<file path="config.mk">
export PLATFORM = sky130hd
export DESIGN_NAME = sdcmd_arbiter_flat
export DESIGN_NICKNAME = d
export VERILOG_FILES = /design/src/rtl/sdcmd_arbiter_if.sv /design/src/rtl/sdcmd_arbiter.sv /design/src/flat_wrapper.sv
export SDC_FILE = /design/constraint.sdc
export NUM_CORES = 1
export LEC_CHECK = 0
export ABC_AREA = 1
export CORE_MARGIN = 2
export CORE_UTILIZATION = 35
export CTS_BUF_LIST = sky130_fd_sc_hd__clkbuf_4 sky130_fd_sc_hd__clkbuf_8
export DETAILED_ROUTE_END_ITERATION = 7
export RECOVER_POWER = 50
export SYNTH_ARGS = -nofsm -noshare
export SYNTH_HDL_FRONTEND = slang
export SYNTH_SLANG_ARGS = --single-unit
</file>
<file path="constraint.sdc">
create_clock -name clk -period 5.64 [get_ports clk]
set_input_delay 0.846 -clock clk [delete_from_list [all_inputs] [get_ports clk]]
set_output_delay 0.846 -clock clk [all_outputs]
set_load 0.02 [all_outputs]
</file>
<file path="src/rtl/sdcmd_arbiter_if.sv">
// Requester and downstream signals of the SD command arbiter.
// The arbiter takes the slave view; the master view is the requesters plus the downstream path.
interface sdcmd_arbiter_if;
  logic [5:0]  cmd0, cmd1;
  logic [31:0] arg0, arg1;
  logic        sta0, sta1, sta400, sta401;
  logic        readit0, readit1, init0, init1;
  logic        rdy;
  logic [5:0]  cmd;
  logic [31:0] arg;
  logic        sta, sta40, readit, init, busy, owner;
  logic        done0, done1, err0, err1, ovf0, ovf1, abort;

  modport slave (
    input  cmd0, cmd1, arg0, arg1, sta0, sta1, sta400, sta401,
           readit0, readit1, init0, init1, rdy,
    output cmd, arg, sta, sta40, readit, init, busy, owner,
           done0, done1, err0, err1, ovf0, ovf1, abort
  );

  modport master (
    output cmd0, cmd1, arg0, arg1, sta0, sta1, sta400, sta401,
           readit0, readit1, init0, init1, rdy,
    input  cmd, arg, sta, sta40, readit, init, busy, owner,
           done0, done1, err0, err1, ovf0, ovf1, abort
  );
endinterface

</file>
<file path="src/rtl/sdcmd_arbiter.sv">
// Round-robin arbiter with one pending slot per port: grant one cycle after the slot fills,
// hold until rdy or timeout; requests that find no free slot are dropped and reported via ovf.
module sdcmd_arbiter #(
  parameter int TIMEOUT = 65535
) (
  input  logic           clk,
  input  logic           rst,
  sdcmd_arbiter_if.slave bus
);
  typedef enum logic [1:0] {IDLE, ISSUE, WAIT} state_t;

  // Expiry is taken on the edge where the counter would step onto TIMEOUT-1.
  localparam logic [15:0] LAST = 16'(TIMEOUT - 2);

  state_t      state;
  logic [15:0] cnt;
  logic        rr_last;
  logic [1:0]  vld, kind, rd, in;
  logic [5:0]  scmd [2];
  logic [31:0] sarg [2];

  logic [5:0]  cmd_q;
  logic [31:0] arg_q;
  logic        sta_q, sta40_q, rd_q, in_q, busy_q, owner_q, abort_q;
  logic [1:0]  done_q, err_q, ovf_q, ovf_def;

  logic [1:0]  req, req40, rd_i, in_i;
  logic [5:0]  cmd_i [2];
  logic [31:0] arg_i [2];
  logic        grant, sel;
  logic [1:0]  take, accept, drop, rel_done, rel_err, ovf_want, rel_any;

  assign req40    = {bus.sta401, bus.sta400};
  assign req      = {bus.sta1, bus.sta0} | req40;
  assign rd_i     = {bus.readit1, bus.readit0};
  assign in_i     = {bus.init1, bus.init0};
  assign cmd_i[0] = bus.cmd0;
  assign cmd_i[1] = bus.cmd1;
  assign arg_i[0] = bus.arg0;
  assign arg_i[1] = bus.arg1;

  assign grant = (state == IDLE) && (vld != 2'b00);
  assign sel   = (vld == 2'b11) ? ~rr_last : vld[1];
  assign take  = grant ? (sel ? 2'b10 : 2'b01) : 2'b00;

  // A slot being emptied by this grant edge may refill; the active owner's port may not.
  assign accept[0] = (!vld[0] || take[0]) && !(busy_q && !owner_q);
  assign accept[1] = (!vld[1] || take[1]) && !(busy_q && owner_q);
  assign drop      = req & ~accept;

  assign rel_done = (state == WAIT && bus.rdy) ? (owner_q ? 2'b10 : 2'b01) : 2'b00;
  assign rel_err  = (state == WAIT && !bus.rdy && cnt == LAST) ? (owner_q ? 2'b10 : 2'b01) : 2'b00;
  assign rel_any  = rel_done | rel_err;
  assign ovf_want = drop | ovf_def;

  always_ff @(posedge clk or posedge rst) begin
    if (rst) begin
      state   <= IDLE;
      cnt     <= '0;
      rr_last <= 1'b1;
      vld     <= '0;
      kind    <= '0;
      rd      <= '0;
      in      <= '0;
      for (int i = 0; i < 2; i++) begin
        scmd[i] <= '0;
        sarg[i] <= '0;
      end
      cmd_q   <= '0;
      arg_q   <= '0;
      sta_q   <= 1'b0;
      sta40_q <= 1'b0;
      rd_q    <= 1'b0;
      in_q    <= 1'b0;
      busy_q  <= 1'b0;
      owner_q <= 1'b0;
      abort_q <= 1'b0;
      done_q  <= '0;
      err_q   <= '0;
      ovf_q   <= '0;
      ovf_def <= '0;
    end else begin
      sta_q   <= 1'b0;
      sta40_q <= 1'b0;
      done_q  <= rel_done;
      err_q   <= rel_err;
      abort_q <= |rel_err;
      // An overflow colliding with done/err on the same port is pushed back one cycle.
      ovf_q   <= ovf_want & ~rel_any;
      ovf_def <= ovf_want & rel_any;

      for (int i = 0; i < 2; i++) begin
        if (req[i] && accept[i]) begin
          vld[i]  <= 1'b1;
          kind[i] <= req40[i];
          rd[i]   <= rd_i[i];
          in[i]   <= in_i[i];
          scmd[i] <= cmd_i[i];
          sarg[i] <= arg_i[i];
        end else if (take[i]) begin
          vld[i] <= 1'b0;
        end
      end

      case (state)
        IDLE: begin
          if (grant) begin
            cmd_q   <= scmd[sel];
            arg_q   <= sarg[sel];
            rd_q    <= rd[sel];
            in_q    <= in[sel];
            sta_q   <= ~kind[sel];
            sta40_q <= kind[sel];
            busy_q  <= 1'b1;
            owner_q <= sel;
            rr_last <= sel;
            state   <= ISSUE;
          end
        end
        ISSUE: begin
          cnt   <= '0;
          state <= WAIT;
        end
        WAIT: begin
          if (bus.rdy || cnt == LAST) begin
            cmd_q  <= '0;
            arg_q  <= '0;
            rd_q   <= 1'b0;
            in_q   <= 1'b0;
            busy_q <= 1'b0;
            state  <= IDLE;
          end else begin
            cnt <= cnt + 16'd1;
          end
        end
        default: state <= IDLE;
      endcase
    end
  end

  assign bus.cmd    = cmd_q;
  assign bus.arg    = arg_q;
  assign bus.sta    = sta_q;
  assign bus.sta40  = sta40_q;
  assign bus.readit = rd_q;
  assign bus.init   = in_q;
  assign bus.busy   = busy_q;
  assign bus.owner  = owner_q;
  assign bus.done0  = done_q[0];
  assign bus.done1  = done_q[1];
  assign bus.err0   = err_q[0];
  assign bus.err1   = err_q[1];
  assign bus.ovf0   = ovf_q[0];
  assign bus.ovf1   = ovf_q[1];
  assign bus.abort  = abort_q;
endmodule

</file>
<file path="src/flat_wrapper.sv">
// flat-port wrapper written by rule: the top's interface ports become plain ports
module sdcmd_arbiter_flat 
#(
  parameter int TIMEOUT = 65535
)
  (clk, rst, bus_cmd0, bus_cmd1, bus_arg0, bus_arg1, bus_sta0, bus_sta1, bus_sta400, bus_sta401, bus_readit0, bus_readit1, bus_init0, bus_init1, bus_rdy, bus_cmd, bus_arg, bus_sta, bus_sta40, bus_readit, bus_init, bus_busy, bus_owner, bus_done0, bus_done1, bus_err0, bus_err1, bus_ovf0, bus_ovf1, bus_abort);
  sdcmd_arbiter_if bus_i ();
  input  logic clk;
  input  logic rst;
  input wire logic [$bits(bus_i.cmd0)-1:0] bus_cmd0;
  input wire logic [$bits(bus_i.cmd1)-1:0] bus_cmd1;
  input wire logic [$bits(bus_i.arg0)-1:0] bus_arg0;
  input wire logic [$bits(bus_i.arg1)-1:0] bus_arg1;
  input wire logic [$bits(bus_i.sta0)-1:0] bus_sta0;
  input wire logic [$bits(bus_i.sta1)-1:0] bus_sta1;
  input wire logic [$bits(bus_i.sta400)-1:0] bus_sta400;
  input wire logic [$bits(bus_i.sta401)-1:0] bus_sta401;
  input wire logic [$bits(bus_i.readit0)-1:0] bus_readit0;
  input wire logic [$bits(bus_i.readit1)-1:0] bus_readit1;
  input wire logic [$bits(bus_i.init0)-1:0] bus_init0;
  input wire logic [$bits(bus_i.init1)-1:0] bus_init1;
  input wire logic [$bits(bus_i.rdy)-1:0] bus_rdy;
  output wire logic [$bits(bus_i.cmd)-1:0] bus_cmd;
  output wire logic [$bits(bus_i.arg)-1:0] bus_arg;
  output wire logic [$bits(bus_i.sta)-1:0] bus_sta;
  output wire logic [$bits(bus_i.sta40)-1:0] bus_sta40;
  output wire logic [$bits(bus_i.readit)-1:0] bus_readit;
  output wire logic [$bits(bus_i.init)-1:0] bus_init;
  output wire logic [$bits(bus_i.busy)-1:0] bus_busy;
  output wire logic [$bits(bus_i.owner)-1:0] bus_owner;
  output wire logic [$bits(bus_i.done0)-1:0] bus_done0;
  output wire logic [$bits(bus_i.done1)-1:0] bus_done1;
  output wire logic [$bits(bus_i.err0)-1:0] bus_err0;
  output wire logic [$bits(bus_i.err1)-1:0] bus_err1;
  output wire logic [$bits(bus_i.ovf0)-1:0] bus_ovf0;
  output wire logic [$bits(bus_i.ovf1)-1:0] bus_ovf1;
  output wire logic [$bits(bus_i.abort)-1:0] bus_abort;
  assign bus_i.cmd0 = bus_cmd0;
  assign bus_i.cmd1 = bus_cmd1;
  assign bus_i.arg0 = bus_arg0;
  assign bus_i.arg1 = bus_arg1;
  assign bus_i.sta0 = bus_sta0;
  assign bus_i.sta1 = bus_sta1;
  assign bus_i.sta400 = bus_sta400;
  assign bus_i.sta401 = bus_sta401;
  assign bus_i.readit0 = bus_readit0;
  assign bus_i.readit1 = bus_readit1;
  assign bus_i.init0 = bus_init0;
  assign bus_i.init1 = bus_init1;
  assign bus_i.rdy = bus_rdy;
  assign bus_cmd = bus_i.cmd;
  assign bus_arg = bus_i.arg;
  assign bus_sta = bus_i.sta;
  assign bus_sta40 = bus_i.sta40;
  assign bus_readit = bus_i.readit;
  assign bus_init = bus_i.init;
  assign bus_busy = bus_i.busy;
  assign bus_owner = bus_i.owner;
  assign bus_done0 = bus_i.done0;
  assign bus_done1 = bus_i.done1;
  assign bus_err0 = bus_i.err0;
  assign bus_err1 = bus_i.err1;
  assign bus_ovf0 = bus_i.ovf0;
  assign bus_ovf1 = bus_i.ovf1;
  assign bus_abort = bus_i.abort;
  sdcmd_arbiter #(.TIMEOUT(TIMEOUT)) u_core (.clk(clk), .rst(rst), .bus(bus_i));
endmodule
</file>
; ---- Yosys cells after proc, flatten, opt, wreduce, memory -nomap -nowiden
; Cells that the tools add are included.
[totals]
ff_bits = 156
in_bits = 87
output_inout_bits = 51
elab_cells = 123
[op_classes]
n_addsub = 1
magnitude_cmp = 2
eq_ne = 7
muxes = 44
n_bitwise = 11
reduce_logical = 30
[op_table]
columns = op, count
row1 = 32-bit two-way mux, 5
row2 = 32-bit case mux with 2 select lines, 1
row3 = 16-bit case mux with 2 select lines, 1
row4 = 6-bit two-way mux, 5
row5 = 1-bit two-way mux, 19
row6 = 16-bit by 1-bit adder with 16-bit output (second input constant), 1
row7 = 16-bit equality test (second input constant), 1
row8 = 16-bit two-way mux, 1
row9 = 2-bit two-way mux, 7
row10 = 6-bit case mux with 2 select lines, 1
row11 = 1-bit logical AND, 10
row12 = 2-bit nonzero test, 5
row13 = 2-bit bitwise AND, 3
row14 = 1-bit zero test, 6
row15 = 2-bit bitwise OR, 3
row16 = 1-bit case mux with 2 select lines, 3
row17 = 2-bit case mux with 3 select lines, 1
row18 = 2-bit AND reduction, 3
row19 = 2-bit equality test (second input constant), 2
row20 = 2-bit != test (second input constant), 2
row21 = 2-bit NOT, 2
row22 = 1-bit logical OR, 3
row23 = 3-bit AND reduction, 1
row24 = 2-bit by 1-bit equality test with 1-bit output (second input constant), 1
row25 = other kinds (7), 8

; ---- Longest topological paths before layout
; Gate-level depths: netlist of the first run.
[logic_depth]
ltp_word = 10
ltp_mapped = 11
ltp_nobuf = 10

; ---- Least setup slack after synthesis of the first run
; Ideal clock, no wire load.
[synth_path]
path_kind = in2reg
startpoint = input bus_sta400
endpoint = register u_core.sarg[32] (netlist name)
setup_time_ps = 77
arrival_ps = 1722
slack_ps = 3840
path_stages = 5
n_path_buf = 1
path_cell_list = or2_2 -> nand3_2 -> clkbuf_1 -> nor2_1 -> a21oi_1
[synth_via]
elab_chain_cells = 2
[synth_lines]
columns = element, line_no
row1 = start: declaration, flat_wrapper.sv:16  ; input wire logic [$bits(bus_i.sta400)-1:0] bus_sta400;
row2 = 2-bit bitwise OR, sdcmd_arbiter.sv:34  ; assign req = {bus.sta1, bus.sta0} | req40;
row3 = 1-bit logical AND, sdcmd_arbiter.sv:93  ; if (req[i] && accept[i]) begin
row4 = end signal: indexed assignment, sdcmd_arbiter.sv:99  ; sarg[i] <= arg_i[i];
row5 = end: declaration, sdcmd_arbiter.sv:20  ; logic [31:0] sarg [2];
; No other way between the ends.
; A chain may end at the register's enable or synchronous reset.

==> out/metrics.yaml, run 1 <==
yosysTopAreaCellShare: 0.572
multi_input_area_um2: 2280
drc_errors: 0
dp_hpwl_mm: 10.6
p_per_area_nw_per_um2: 541
die_area_um2: 20500
avgViaCountPerCell: 4.47
worstMarginPinSlew_ns: 1.81
cp.arrival_ns: 3.82
setup_viol: 0
cts.clk_slew.worst_paths_ns: 0.08
io_pins: 138
cts-root-buf: "clkbuf_8"
clk_path_buf_depth: 2
final_antenna_net_count: 0
place_congestion: 0.806
vias: 5254
synth_area_leader_cell: "dfrtp_1"
ctsHoldBuffers: 0
dp_slack_ns: 2.87
finalSetupTns_ns: 0
cts.htree.levels: 4
period_share: 0.629
peakVddDrop_mv: 0.248
async_flop_share: 1.00
cts_resized: 0
cts_buffers: 17
antenna_found_initial: 0
final_nets: 991
avgRoutedWirePerCell_um: 13.5
grt_max_degree: 83
seq_area_um2: 3910
final_area_um2: 8800
synth_cell_type_count: 26
dpl-instance-area_um2: 8370
yosys_warnings: 0
ys_ff_latch: 156
nFillCells: 1842
max_freq_mhz: 282
postCtsSetupBuffers: 0
yosysMostFrequentCell: "nand2_1"
grt_first_pass_wirelength_mm: 26.4
chipHeight_um: 143
wirelength_mm: 15.8
dr.pass1.iters: 4
insertion_delay_ns: 0.45
yosys-top-cells-area: "dfrtp_1, nand2_1, o21ai_0"
maxCapViolCount: 2
synth_fp_nets: 863
cp-end-kind: "asynchronous set/reset pin"
finalCriticalPeriod_ns: 3.55
status: "finished with violations"
synthToLayoutAreaGrowth_pct: 29.8
syn-cell-area_um2: 6780
rsz0062_at_grt: "no"
violations: "capacitance limit, slew limit"
grt_usage: 0.167
start_util: 0.360
relSlewSlack: -0.212
yosysSeqAreaShare: 0.576
synth_commonest_cells: "nand2_1, dfrtp_1, inv_1"
synth_edf_count: 0
syn-instance-count: 774
die_w_um: 143
hold_viol_final: 0
slew_violations: 107
crit_type: "input pin to asynchronous set/reset pin"
worst_slack_ns: 2.09
skew_ns: 0.0113
grt_overflow_total: 0
core_area_um2: 18800
cts_tree: "built"
cp_data_required_time_ns: 5.92
drt_iter0_drc: 278
p_leak_nw: 4.20
hold_class: "register to register"
cts_sinks: 156
start_kind: "input pin"
drive_gt1_frac: 0.0536
grt_pass1_vias: 5231
io_buffers: 137
syn_area_per_cell_um2: 8.76
worst-path-max-fanout: 64
ys.flop_type: "dfrtp_1"
row_count: 50
-- final cells by class --
cell class	instances	area share
flip-flops and latches	156	0.444
clock buffers	19	0.0283
inverters	111	0.0475
well taps	260	0.0370
diodes	1	0.000284
clock inverters	13	0.0243
repair buffers	143	0.160
multi-input cells	473	0.259
-- report_power, final --
part / switching [mW] / internal, mW / total [mW]
Sequential: 0.245 / 1.59 / 1.83
Combinational: 1.21 / 0.746 / 1.96
Clock: 0.426 / 0.540 / 0.966
-- critical path: stages --
cell           delay [ns]
dlygate4sd3_1        0.55
clkinvlp_2           1.04
clkbuf_2             1.34
-- cell families (layout without fill, tap and decap cells) --
family / count (synthesis) / in the layout / share of synthesized area
simple gates: 274 / 274 / 0.164
compound gates: 167 / 167 / 0.126
flops: 156 / 156 / 0.576
buf+inv: 145 / 286 / 0.0866
mux: 25 / 25 / 0.0369
xor+xnor: 5 / 5 / 0.00646
fa+ha+maj: 2 / 2 / 0.00369
other cells: 0 / 1 / 0
-- final timing paths --
check	depth (start not counted)	end	from	slack [ns]
max	3	u_core.bus.abort$_DFF_PP0_	rst	2.09
min	2	u_core.rr_last$_DFFE_PP1P_	u_core.rr_last$_DFFE_PP1P_	0.48
max reg2reg	7	u_core.bus.arg[30]$_DFFE_PP0P_	u_core.state[0]$_DFFE_PP0P_	2.21
min reg2reg	2	u_core.rr_last$_DFFE_PP1P_	u_core.rr_last$_DFFE_PP1P_	0.48
max in group clk	7	u_core.bus.arg[30]$_DFFE_PP0P_	u_core.state[0]$_DFFE_PP0P_	2.21
min in group asynchronous	2	u_core.bus.arg[31]$_DFFE_PP0P_	rst	1.29
-- cells in the final DEF, fill, tap and decap left out, drive strengths merged --
master and instances:
or2 3, a21o 1, nor3 1, nand3 19
xor2 5, dlygate4sd3 1, dfstp 1, clkdlybuf4s50 136
bufinv 5, nand4 5, mux2i 25, clkinv 4
o22ai 1, a21oi 25, diode 1, o21ai 136
clkinvlp 3, inv 112, o21bai 4, dfrtp 155
nand2 190, buf 4, ha 2, nor2 56
clkbuf 21
-- registers in the layout, indices dropped and copies added (netlist names), 6 cells and up --
signal / cells
u_core.cnt: 16
u_core.sarg: 64
u_core.bus.cmd: 6
u_core.bus.arg: 32
u_core.scmd: 12
-- per-stage QoR --
stage | power, mW | hold WS, ns | utilization | cells
after global routing | 5.18 | 0.508 | 0.467 | 1175
after global placement | 3.84 | 0.452 | 0.444 | 1143
after floorplan | 3.17 | 0.434 | - | 774
final | 4.76 | 0.485 | 0.467 | 1176
after detailed placement | 3.88 | 0.460 | 0.444 | 1143
after CTS | 4.86 | 0.469 | 0.469 | 1175
-- routing by layer --
metal	up-vias	track usage	share of wire	wire length, µm
li1	2699	-	-	-
met1	2428	0.231	0.49	7700
met2	112	0.253	0.45	7120
met3	15	0.0513	0.053	834
met4	0	0.0453	0.010	166
met5	-	0	0	0
Note: power is estimated with default switching activity, not from simulation.
==> inputs of run 2 (changes only) <==
clock period = 2.9 ns   (was 5.64 ns; I/O delays follow)
==> run 2 against run 1 <==
  * Clock skew grew 0.0068 ns
  * Largest power group unchanged
  * Largest cell class unchanged
  * The flow still finishes with violations (capacitance limit, slew limit)
  * Critical endpoint is now u_core.sarg[14]$_DFFE_PP0P_
  * Final cell count grew 0.34%
  * Clock-buffer cell count shrank 2
==> out/metrics.yaml, run 2 (synthesis results as in run 1) <==
p_per_area_nw_per_um2: 1050
postLayoutCoreUtil: 0.469
power_switching_mw: 3.77
cts.clk_slew.worst_paths_ns: 0.10
status: "finished with violations"
p_leak_nw: 4.22
crit_type: "register to register"
worst-path-max-fanout: 82
maxCapViolCount: 1
finalCriticalPeriod_ns: 2.16
row_count: 50
grt_overflow_total: 0
io_pins: 138
cp.arrival_ns: 2.52
dpl-instance-area_um2: 8450
chipHeight_um: 143
insertion_delay_ns: 0.45
postCtsSetupBuffers: 0
clockPowerShare: 0.193
drc_errors: 0
synthToLayoutAreaGrowth_pct: 30.4
start_kind: "register"
dr.pass1.iters: 4
crit_family: "buffers and inverters"
die_area_um2: 20500
final_area_um2: 8840
grt_usage: 0.168
peakVddDrop_mv: 0.402
swShare: 0.407
vias: 5250
avgViaCountPerCell: 4.45
path_cells: "nand2_1 -> nand2_1 -> inv_1 -> nand2_1 -> nand2_1 -> nand3_2 -> clkbuf_4 -> nand2_1 -> o21ai_0"
final_common_cell: "nand2_1"
start_util: 0.360
nFillCells: 1846
antenna_found_initial: 0
largest_register_ffs: 64
grt_pass1_vias: 5124
io_buffers: 137
drive_gt1_frac: 0.0609
rsz0062_at_grt: "no"
power_frac_seq: 0.386
die_w_um: 143
dp_hpwl_mm: 10.7
slowest_delay_ns: 0.67
holdWs_ns: 0.457
cts_tree: "built"
hold_viol_final: 0
cts_sinks: 156
comb_power_share: 0.421
cts-root-buf: "clkbuf_8"
crit_buf_inv: 2
cts.htree.levels: 4
clk_path_buf_depth: 2
hold_class: "input pin to asynchronous set/reset pin"
internal_power_mw: 5.49
final_antenna_net_count: 0
cts_buffers: 17
finalSetupTns_ns: 0
max_freq_mhz: 463
wirelength_mm: 16.1
final_nets: 996
num_antenna_cells: 0
top_register: "u_core.sarg"
cp_data_required_time_ns: 3.26
period_share: 0.745
violations: "capacitance limit, slew limit"
ctsHoldBuffers: 0
worst_path_most_repeated_cell: "nand2_1"
worstMarginPinSlew_ns: 1.73
slew_violations: 70
cts_resized: 0
setup_viol: 0
cp-end-kind: "register"
relSlewSlack: -0.153
timing.reg2reg.setup_slack_ns: 0.74
crit_slowest_cell: "clkbuf_4"
mostFrequentLayoutCells: "nand2_1, dfrtp_1, clkdlybuf4s50_1"
grt_max_degree: 88
grt_first_pass_wirelength_mm: 26.5
place_congestion: 0.782
skew_ns: 0.0181
drt_iter0_drc: 371
avgRoutedWirePerCell_um: 13.6
core_area_um2: 18800
## run 2: worst register-to-register path: cells and delay by family, from the launching register on
family	cells	cell delay (ns)
buffers and inverters	2	0.78
AND/OR/NAND/NOR	6	0.63
AO/OA/AOI/OAI	1	0.12
flip-flops	1	0.55
## run 2: layer usage
layer | GRT usage | share of wire | vias up
li1 | - | - | 2699
met1 | 0.236 | 0.48 | 2426
met2 | 0.253 | 0.46 | 120
met3 | 0.0486 | 0.054 | 5
met4 | 0.0453 | 0.0062 | 0
met5 | 0 | 0 | -
## run 2: power groups by stage
stage | Clock (mW) | Combinational (mW) | Sequential (mW)
floorplan | 0 | 2.36 | 3.81
global placement | 0 | 3.93 | 3.62
detailed placement | 0 | 4.03 | 3.61
CTS | 1.85 | 4.03 | 3.58
global route | 1.95 | 4.43 | 3.68
finish | 1.79 | 3.89 | 3.58
## run 2: per-stage QoR
step | setup slack, ns | cells | total power [mW]
3_3_place_gp | 0.849 | 1148 | 7.54
6_report | 0.739 | 1180 | 9.26
3_5_place_dp | 0.784 | 1148 | 7.65
2_1_floorplan | 0.493 | 774 | 6.17
5_1_grt | 0.420 | 1180 | 10.1
4_1_cts | 0.904 | 1180 | 9.47
## run 2: final timing paths
path / from / endpoint / cells after the start
min in group clk: u_core.kind[1]$_DFFE_PP0P_ / u_core.kind[1]$_DFFE_PP0P_ / 2
setup reg to reg: u_core.rr_last$_DFFE_PP1P_ / u_core.sarg[14]$_DFFE_PP0P_ / 9
hold reg to reg: u_core.kind[1]$_DFFE_PP0P_ / u_core.kind[1]$_DFFE_PP0P_ / 2
hold / removal: rst / u_core.sarg[60]$_DFFE_PP0P_ / 3
max in group asynchronous: rst / u_core.bus.cmd[3]$_DFFE_PP0P_ / 3
setup / recovery: u_core.rr_last$_DFFE_PP1P_ / u_core.sarg[14]$_DFFE_PP0P_ / 9
## run 2: layout make-up
type                       instances  area (µm²)  area share
clock buffer                      17         234      0.0265
clock inverter                    15         199      0.0225
inverter                         111         418      0.0473
multi-input combinational        473        2290       0.259
sequential                       156        3910       0.442
tap                              260         325      0.0368
timing repair buffer             148        1470       0.167
==> inputs of run 3 (changes only) <==
clock period = 1.9 ns   (was 2.9 ns; I/O delays follow)
==> run 3 against run 2 <==
  * The flow now finishes without violations
  * Register-to-register slack worse by 0.59 ns
  * First-iteration DRC count is 13% lower
  * Critical path type is now register to primary output
  * Non-clock buffer count up 4
  * Via count increased by 0.90%
  * Clock-buffer cell count rose by 1
  * Die area unchanged
  * Clock skew is 0.0070 ns lower
  * Setup slack lost 0.63 ns
  * Largest cell class unchanged
  * Hold slack worse by 0.083 ns
  * Largest power group unchanged
  * Combinational power increased by 60%
  * Design area is 0.93% higher
  * Power is 56% higher
==> out/metrics.yaml, run 3 (synthesis results as in run 1) <==
mostFrequentLayoutCells: "nand2_1, dfrtp_1, clkdlybuf4s50_1"
finalCriticalPeriod_ns: 1.79
die_area_um2: 20500
clk_path_buf_depth: 2
timing.reg2reg.setup_slack_ns: 0.15
cts_sinks: 156
cp.arrival_ns: 1.50
final_nets: 1000
chipHeight_um: 143
start_kind: "register"
ctsHoldBuffers: 0
wl_met1_mm: 7.90
period_share: 0.942
worstMarginPinSlew_ns: 1.20
top_register: "u_core.sarg"
peakVddDrop_mv: 0.862
place_congestion: 0.832
worst-path-max-fanout: 6
grt_first_pass_wirelength_mm: 26.5
crit_family: "buffers and inverters"
p_leak_nw: 4.26
io_pins: 138
crit_slowest_cell: "clkdlybuf4s50_1"
drc_errors: 0
cts.htree.levels: 4
postCtsSetupBuffers: 0
cts_buffers: 17
skew_ns: 0.0110
final_common_cell: "nand2_1"
insertion_delay_ns: 0.45
r2r_start: "u_core.rr_last$_DFFE_PP1P_"
cts.clk_slew.worst_paths_ns: 0.09
largest_register_ffs: 64
cp_data_required_time_ns: 1.62
row_count: 50
postLayoutCoreUtil: 0.474
final_antenna_net_count: 0
slowest_delay_ns: 0.63
reg2reg_depth: 8
crit_type: "register to primary output"
relSlewSlack: 0.200
cts_resized: 0
hold_end: "u_core.sarg[49]$_DFFE_PP0P_"
rsz0062_at_grt: "no"
avgRoutedWirePerCell_um: 13.7
cp-end-kind: "primary output"
hold_viol_final: 0
p_per_area_nw_per_um2: 1610
maxCapViolCount: 0
status: "finished clean"
io_buffers: 137
grt_overflow_total: 0
setup_viol: 0
met3WireLength_um: 841
r2r-end: "u_core.scmd[9]$_DFFE_PP0P_"
wirelength_mm: 16.2
drt_iter0_drc: 323
dr.pass1.iters: 4
holdWs_ns: 0.374
grt_pass1_vias: 5178
dpl-instance-area_um2: 8560
synthToLayoutAreaGrowth_pct: 31.6
start_util: 0.360
drive_gt1_frac: 0.0693
max_freq_mhz: 559
cts-root-buf: "clkbuf_8"
die_w_um: 143
dp_hpwl_mm: 11.0
num_antenna_cells: 0
vias: 5297
final_area_um2: 8920
path_cells: "clkdlybuf4s50_1"
grt_usage: 0.166
hold_class: "input pin to register"
cts_tree: "built"
core_area_um2: 18800
avgViaCountPerCell: 4.47
slew_violations: 0
grt_max_degree: 71
wl_met2_mm: 7.35
antenna_found_initial: 1
nFillCells: 1837
worstHoldStart: "bus_arg0[17]"
hold_depth: 3
crit_buf_inv: 1
top_layer_used: "met5"
## run 3: cell count changes in the layout (fill, tap and decap cells not counted), sizes merged, moves of 2 or more
cell           change
clkinvlp           +6
inv                -7
clkdlybuf4s50      -5
dlygate4sd3        +5
clkbuf             +2
buf                +3
## run 3: how the worst max path moves through the flow
| stage | start | end | slack [ns] | depth (start not counted) |
|---|---|---|---|---|
| after global placement | bus_sta401 | u_core.sarg[31]$_DFFE_PP0P_ | 0.21 | 5 |
| after CTS | u_core.bus.owner$_DFFE_PP0P_ | bus_owner | 0.09 | 1 |
| after floorplan | rst | u_core.bus.abort$_DFF_PP0_ | -0.36 | 1 |
| after global routing | u_core.rr_last$_DFFE_PP1P_ | u_core.sarg[10]$_DFFE_PP0P_ | 0.02 | 9 |
| final | u_core.bus.owner$_DFFE_PP0P_ | bus_owner | 0.11 | 1 |
| after detailed placement | bus_sta401 | u_core.sarg[10]$_DFFE_PP0P_ | 0.17 | 5 |
## run 3: tightest hold or removal path, stage by stage
cell and delay, ns:
clkdlybuf4s50_1 0.39, inv_1 0.05, o21ai_1 0.06
## run 3: cell type report
class	count	area [µm²]	share of cell area
clock inverters	14	193	0.0216
inverters	111	418	0.0468
flip-flops and latches	156	3910	0.438
well taps	260	325	0.0365
clock buffers	18	241	0.0271
multi-input cells	473	2280	0.256
repair buffers	152	1560	0.174
## run 3: layer usage
| layer | up-vias | global-route usage |
|---|---|---|
| li1 | 2698 | - |
| met1 | 2463 | 0.234 |
| met2 | 123 | 0.254 |
| met3 | 11 | 0.0463 |
| met4 | 2 | 0.0391 |
| met5 | - | 0 |
## run 3: where the power goes
part,total (mW),internal [mW],leakage [nW],switching (mW)
logic,6.21,2.50,2.10,3.71
registers,5.46,4.72,1.95,0.745
clock network,2.72,1.45,0.201,1.27
## run 3: stage by stage
| stage | instances | setup slack, ns | power, mW | TNS, ns |
|---|---|---|---|---|
| 2_1_floorplan | 774 | -0.357 | 9.42 | -55.35 |
| 3_5_place_dp | 1152 | 0.169 | 12.0 | 0 |
| 4_1_cts | 1184 | 0.0917 | 14.7 | 0 |
| 6_report | 1184 | 0.111 | 14.4 | 0 |
| 3_3_place_gp | 1152 | 0.212 | 11.8 | 0 |
| 5_1_grt | 1184 | 0.0158 | 15.6 | 0 |
